===== src/rtl/distance_gray_pkg.sv =====
// Shared types and helpers for the distance-to-Gray tracker.
//   state_t     : tracker FSM states
//   gray_encode : binary-to-reflected-Gray conversion (up to MAX_GRAY_W bits)
package distance_gray_pkg;

    localparam int unsigned MAX_GRAY_W = 16;
    localparam int unsigned CNT_W      = 4;

    typedef enum logic [1:0] {
        IDLE    = 2'd0,
        TRACK   = 2'd1,
        CONFIRM = 2'd2
    } state_t;

    function automatic logic [MAX_GRAY_W-1:0] gray_encode(input logic [MAX_GRAY_W-1:0] b);
        return b ^ (b >> 1);
    endfunction

endpackage


===== src/rtl/bin_to_gray.sv =====
// Combinational clamp-and-encode path: distance -> bin -> Gray code.
// Ports:
//   distance : unsigned measured distance (DIST_W bits)
//   bin_c    : distance >> BIN_SHIFT, saturated at 2^GRAY_W-1
//   gray_c   : Gray encoding of bin_c
module bin_to_gray
    import distance_gray_pkg::*;
#(
    parameter int unsigned DIST_W    = 5,
    parameter int unsigned GRAY_W    = 3,
    parameter int unsigned BIN_SHIFT = 2
) (
    input  logic [DIST_W-1:0] distance,
    output logic [GRAY_W-1:0] bin_c,
    output logic [GRAY_W-1:0] gray_c
);

    // Compare in a width that holds both the shifted distance and the clamp value.
    localparam int unsigned CMP_W = (DIST_W > GRAY_W) ? DIST_W : GRAY_W;

    logic [CMP_W-1:0] raw_bin;
    logic [CMP_W-1:0] max_bin;

    assign raw_bin = CMP_W'(distance >> BIN_SHIFT);
    assign max_bin = CMP_W'({GRAY_W{1'b1}});

    // Saturate, then encode.
    always_comb begin
        bin_c  = (raw_bin > max_bin) ? GRAY_W'(max_bin) : GRAY_W'(raw_bin);
        gray_c = GRAY_W'(gray_encode(MAX_GRAY_W'(bin_c)));
    end

endmodule


===== src/rtl/distance_gray_tracker.sv =====
// Debounced distance tracker: quantises a distance into bins and commits a
// new Gray-coded bin only after STABLE_CNT consecutive valid samples agree.
// Ports:
//   clk, rst     : rising-edge clock, asynchronous active-high reset
//   sample_valid : distance is sampled on this edge
//   distance     : unsigned measured distance
//   gray_code    : committed Gray code (registered)
//   gray_valid   : high once a first code has been committed
//   changed      : one-cycle pulse on the edge a code is committed
module distance_gray_tracker
    import distance_gray_pkg::*;
#(
    parameter int unsigned DIST_W     = 5,
    parameter int unsigned GRAY_W     = 3,
    parameter int unsigned BIN_SHIFT  = 2,
    parameter int unsigned STABLE_CNT = 3
) (
    input  logic              clk,
    input  logic              rst,
    input  logic              sample_valid,
    input  logic [DIST_W-1:0] distance,
    output logic [GRAY_W-1:0] gray_code,
    output logic              gray_valid,
    output logic              changed
);

    state_t            state;
    state_t            state_nxt;
    logic [GRAY_W-1:0] cand;
    logic [GRAY_W-1:0] cand_nxt;
    logic [GRAY_W-1:0] committed;
    logic [CNT_W-1:0]  cnt;
    logic [CNT_W-1:0]  cnt_nxt;
    logic [CNT_W-1:0]  cnt_inc;
    logic [GRAY_W-1:0] bin_c;
    logic [GRAY_W-1:0] gray_c;
    logic              commit_c;

    bin_to_gray #(
        .DIST_W    (DIST_W),
        .GRAY_W    (GRAY_W),
        .BIN_SHIFT (BIN_SHIFT)
    ) u_bin_to_gray (
        .distance (distance),
        .bin_c    (bin_c),
        .gray_c   (gray_c)
    );

    // State and output registers.
    always_ff @(posedge clk or posedge rst) begin
        if (rst) begin
            state      <= IDLE;
            cand       <= '0;
            cnt        <= '0;
            committed  <= '0;
            gray_code  <= '0;
            gray_valid <= 1'b0;
            changed    <= 1'b0;
        end else begin
            state   <= state_nxt;
            cand    <= cand_nxt;
            cnt     <= cnt_nxt;
            changed <= commit_c;
            if (commit_c) begin
                committed  <= bin_c;
                gray_code  <= gray_c;
                gray_valid <= 1'b1;
            end
        end
    end

    // Next-state logic; invalid cycles leave everything untouched.
    always_comb begin
        state_nxt = state;
        cand_nxt  = cand;
        cnt_nxt   = cnt;
        commit_c  = 1'b0;
        cnt_inc   = cnt + CNT_W'(1);

        if (sample_valid) begin
            case (state)
                IDLE, CONFIRM: begin
                    if (bin_c == cand) begin
                        if (cnt_inc == CNT_W'(STABLE_CNT)) begin
                            commit_c = 1'b1;
                        end else begin
                            cnt_nxt = cnt_inc;
                        end
                    end else if ((state == CONFIRM) && (bin_c == committed)) begin
                        // Distance fell back to the committed bin: drop the candidate.
                        state_nxt = TRACK;
                        cnt_nxt   = '0;
                    end else begin
                        cand_nxt = bin_c;
                        cnt_nxt  = CNT_W'(1);
                        if (STABLE_CNT == 1) begin
                            commit_c = 1'b1;
                        end
                    end
                end
                TRACK: begin
                    if (bin_c != committed) begin
                        state_nxt = CONFIRM;
                        cand_nxt  = bin_c;
                        cnt_nxt   = CNT_W'(1);
                        if (STABLE_CNT == 1) begin
                            commit_c = 1'b1;
                        end
                    end else begin
                        cnt_nxt = '0;
                    end
                end
                default: begin
                    state_nxt = IDLE;
                    cnt_nxt   = '0;
                end
            endcase

            // A commit always lands in TRACK with the counter cleared.
            if (commit_c) begin
                state_nxt = TRACK;
                cnt_nxt   = '0;
            end
        end
    end

endmodule


===== config.mk =====
export PLATFORM = sky130hd
export DESIGN_NAME = distance_gray_tracker
export DESIGN_NICKNAME = d
export VERILOG_FILES = /design/src/rtl/distance_gray_pkg.sv /design/src/rtl/bin_to_gray.sv /design/src/rtl/distance_gray_tracker.sv
export SDC_FILE = /design/constraint.sdc
export NUM_CORES = 1
export LEC_CHECK = 0
export CELL_PAD_IN_SITES_DETAIL_PLACEMENT = 0
export CELL_PAD_IN_SITES_GLOBAL_PLACEMENT = 1
export CORE_UTILIZATION = 41
export DETAILED_ROUTE_END_ITERATION = 6
export GPL_TIMING_DRIVEN = 0
export PLACE_DENSITY_LB_ADDON = 0.08
export SYNTH_ARGS = -nofsm -noshare
export SYNTH_HDL_FRONTEND = slang
export SYNTH_HIERARCHICAL = 1
export SYNTH_SLANG_ARGS = --single-unit
export TNS_END_PERCENT = 50

===== constraint.sdc =====
create_clock -name clk -period 2.1 [get_ports clk]
set_input_delay 0.42 -clock clk [delete_from_list [all_inputs] [get_ports clk]]
set_output_delay 0.42 -clock clk [all_outputs]
set_load 0.01 [all_outputs]

==> reports/qor.csv <==
stage,metric,value,unit
grt,gr usage total,0.155,
synthesis,#FFs+latches synth,17,
timing,fmax,495,MHz
placed_design,Final Wtd Congestion,0.833,
clock_network,Inserted Clock Buffers,3,
setup_path,RR Startpoint,cnt[0],
setup_path,Worst R2R Setup Slack,0.08,ns
synthesis,Synth Instances,89,
route,Post-Route WL,1750,um
route,DRC violations left,0,
floorplanning,Die ar.,0.00251,mm^2
setup_path,Critical Path Start,cnt[0],
grt,vias in the first global route,690,
setup_path,Reg2Reg Depth,7,
run,max-cap violations,0,
timing,Final Skew,0.0106,ns
cells_and_area,area grow syn2layout,21.1,%
floorplanning,Core ar.,0.00219,mm^2
synthesis,syn nets,100,
cells_and_area,fin nets,114,
timing,final slew viol count,0,
cells_and_area,Final Core Density,0.524,
clock_network,root buffer cell,clkbuf_4,
timing,RSZ-0062 raised after global routing,false,
route,Routed Antenna Nets,0,
power_and_ir_drop,Final Total Pwr,0.00117,W
timing,Hold Fails Final Rpt,0,
clock_network,hold buffer count at cts,0,
synthesis,"Distinct cells, synth",32,
floorplanning,row count,17,
route,Wirelength per Cell,13.5,um
route,vias per cell,5.20,
setup_path,Max stage delay on crit path,0.45,ns
synthesis,sequential share of the synthesized area,0.449,
setup_path,"delay-heaviest family, CP",simple AND/OR/NAND/NOR gates,
clock_network,clock latency on the worst-skew pair,0.29,ns
synthesis,post-synthesis cell area,947,um^2
placed_design,DP HPWL,1260,um
placed_design,Setup WS pre-CTS,-0.632,ns
grt,Congestion Overflow GR,0,
timing,slew margin rel.,0.548,
timing,minimum clock period,2.02,ns
timing,setup ws final,0.0803,ns
timing,Slew @ Worst Pin,0.677,ns
setup_path,Bufs and invs on worst path,1,
hold_path,Hold Crit Depth,2,
power_and_ir_drop,Power Density,1020,mW/mm^2
synthesis,prevailing post-synth register cell,dfrtp_1,
hold_path,hold endpoint,cnt[2],
cells_and_area,"most common cell after layout, fill and taps aside",dfrtp_1,
grt,initial antenna violation count,0,
route,Top Layer Used,met4,
floorplanning,Chip Width,50.1,um
route,Vias,676,
placed_design,PortBufs,9,
setup_path,Crit Path Category,reg -> reg,
setup_path,Crit path arrival time,2.19,ns
clock_network,H-tree depth,1,
synthesis,Synth Warn #,6,
grt,first-pass GRT wire length,2920,um
setup_path,crit end category,flop,
hold_path,Hold Crit Class,in -> reg,
hold_path,Worst Hold Launch,sample_valid,
grt,largest net degree at the start of global routing,18,
clock_network,Longest Clk Path Bufs,2,
floorplanning,initial core utilization,0.432,
clock_network,CTS tree,done,
route,Initial DRC Count,12,
setup_path,critical register-to-register path endpoint,committed[1],
cells_and_area,most frequent cells in the layout,"dfrtp_1 (17), nand2_1 (8), mux2_4 (6), o21ai_0 (6), clkdlybuf4s50_1 (6)",
setup_path,slowest CP cell,dfrtp_1,
clock_network,Worst-path clk slew,0.11,ns
floorplanning,Ports,13,
cells_and_area,share of cells above drive strength 1,0.225,
route,routed wl met3,44,um
synthesis,"EDFF count, synth",0,
synthesis,async set-or-reset flop fraction in the synthesized netlist,1.00,
route,First-pass DRT Iterations,4,
route,met1 wire length,853,um
setup_path,Worst Path Max Fanout,8,
setup_path,CP required,2.27,ns
cells_and_area,"non-filler cells, final",130,
clock_network,CTS Sinks,17,
cells_and_area,fill cell count,209,
setup_path,startpoint types,flop,
synthesis,Synth Area per Inst,10.6,um^2
power_and_ir_drop,static leakage,0.541,nW
timing,final setup vio count,0,
timing,crit share post-route,0.962,
setup_path,worst-path cell chain,"ha_4, and2_1, a21oi_1, o22a_1, or3b_1, buf_6, mux2_4",
cells_and_area,FF/Latch Area,425,um^2
power_and_ir_drop,maximum VDD drop,529,uV
cells_and_area,diodes inserted,0,
cells_and_area,multi-input logic area,509,um^2
outcome,outcome,"finished, final reports clean",
floorplanning,Die Ht,50.1,um
placed_design,dpl cells,126,
timing,hold_ws,0.430,ns
route,met2 wire length,837,um
-- final cells by class --
| class | instances | share of cell area |
|---|---|---|
| repair buffers | 12 | 0.0949 |
| well taps | 28 | 0.0305 |
| plain buffers | 3 | 0.0207 |
| multi-input cells | 61 | 0.444 |
| flip-flops and latches | 17 | 0.371 |
| clock buffers | 4 | 0.0229 |
| inverters | 5 | 0.0164 |
-- repair_timing --
item | in CTS | in global routing
resized for setup | 8 | 2
setup buffers | 0 | 3
setup endpoints to repair | 12 | 6
-- synth_stat cells, drive strengths merged, types with 2 or more instances --
cell type | number | share of area
dfrtp | 17 | 0.45
mux2 | 9 | 0.13
nand2 | 8 | 0.032
o21ai | 6 | 0.032
inv | 5 | 0.020
nand3 | 4 | 0.021
xor2 | 4 | 0.037
a21oi | 3 | 0.016
buf | 3 | 0.025
clkbuf | 3 | 0.012
ha | 3 | 0.040
xnor2 | 3 | 0.028
and2 | 2 | 0.013
nand2b | 2 | 0.013
nand4 | 2 | 0.013
nor2 | 2 | 0.0079
nor3 | 2 | 0.011
-- sequential cells by signal, indices dropped and copies added (netlist names) --
signal,count
cand,3
changed,1
cnt,4
committed,3
gray_code,3
gray_valid,1
state,2
-- power breakdown --
| part | switching (W) | total [W] | internal [W] |
|---|---|---|---|
| Clock | 0.000104 | 0.000178 | 0.0000736 |
| Combinational | 0.000207 | 0.000473 | 0.000266 |
| Sequential | 0.0000933 | 0.000514 | 0.000421 |
-- worst max-delay path by stage --
stage / to / slack, ns / cells past startpoint
4_1_cts: committed[1] / 0.002 / 7
3_3_place_gp: committed[1] / -0.62 / 8
3_5_place_dp: gray_code[0] / -0.63 / 8
5_1_grt: gray_code[2] / 0.005 / 7
2_1_floorplan: committed[0] / 0.09 / 7
6_report: committed[1] / 0.08 / 7
-- per-stage QoR --
stage / area [um^2] / setup TNS [ns]
floorplan: 947 / 0
global placement: 1070 / -6.56
detailed placement: 1070 / -6.82
CTS: 1110 / 0
global route: 1150 / 0
finish: 1150 / 0
-- metal layers --
metal,track usage,vias to the layer above
li1,-,332
met1,0.195,332
met2,0.256,10
met3,0.0278,2
met4,0.0714,0
met5,0,-
-- cells by family after synthesis --
logic type,share of synthesized area
and+or+nand+nor,0.145
xor gates and xnor gates,0.0647
DFF,0.449
AOI/OAI and AO/OA,0.114
muxes,0.131
buffers and inverters,0.0568
adders and majority gates,0.0396
Note: power is estimated with default switching activity, not from simulation.
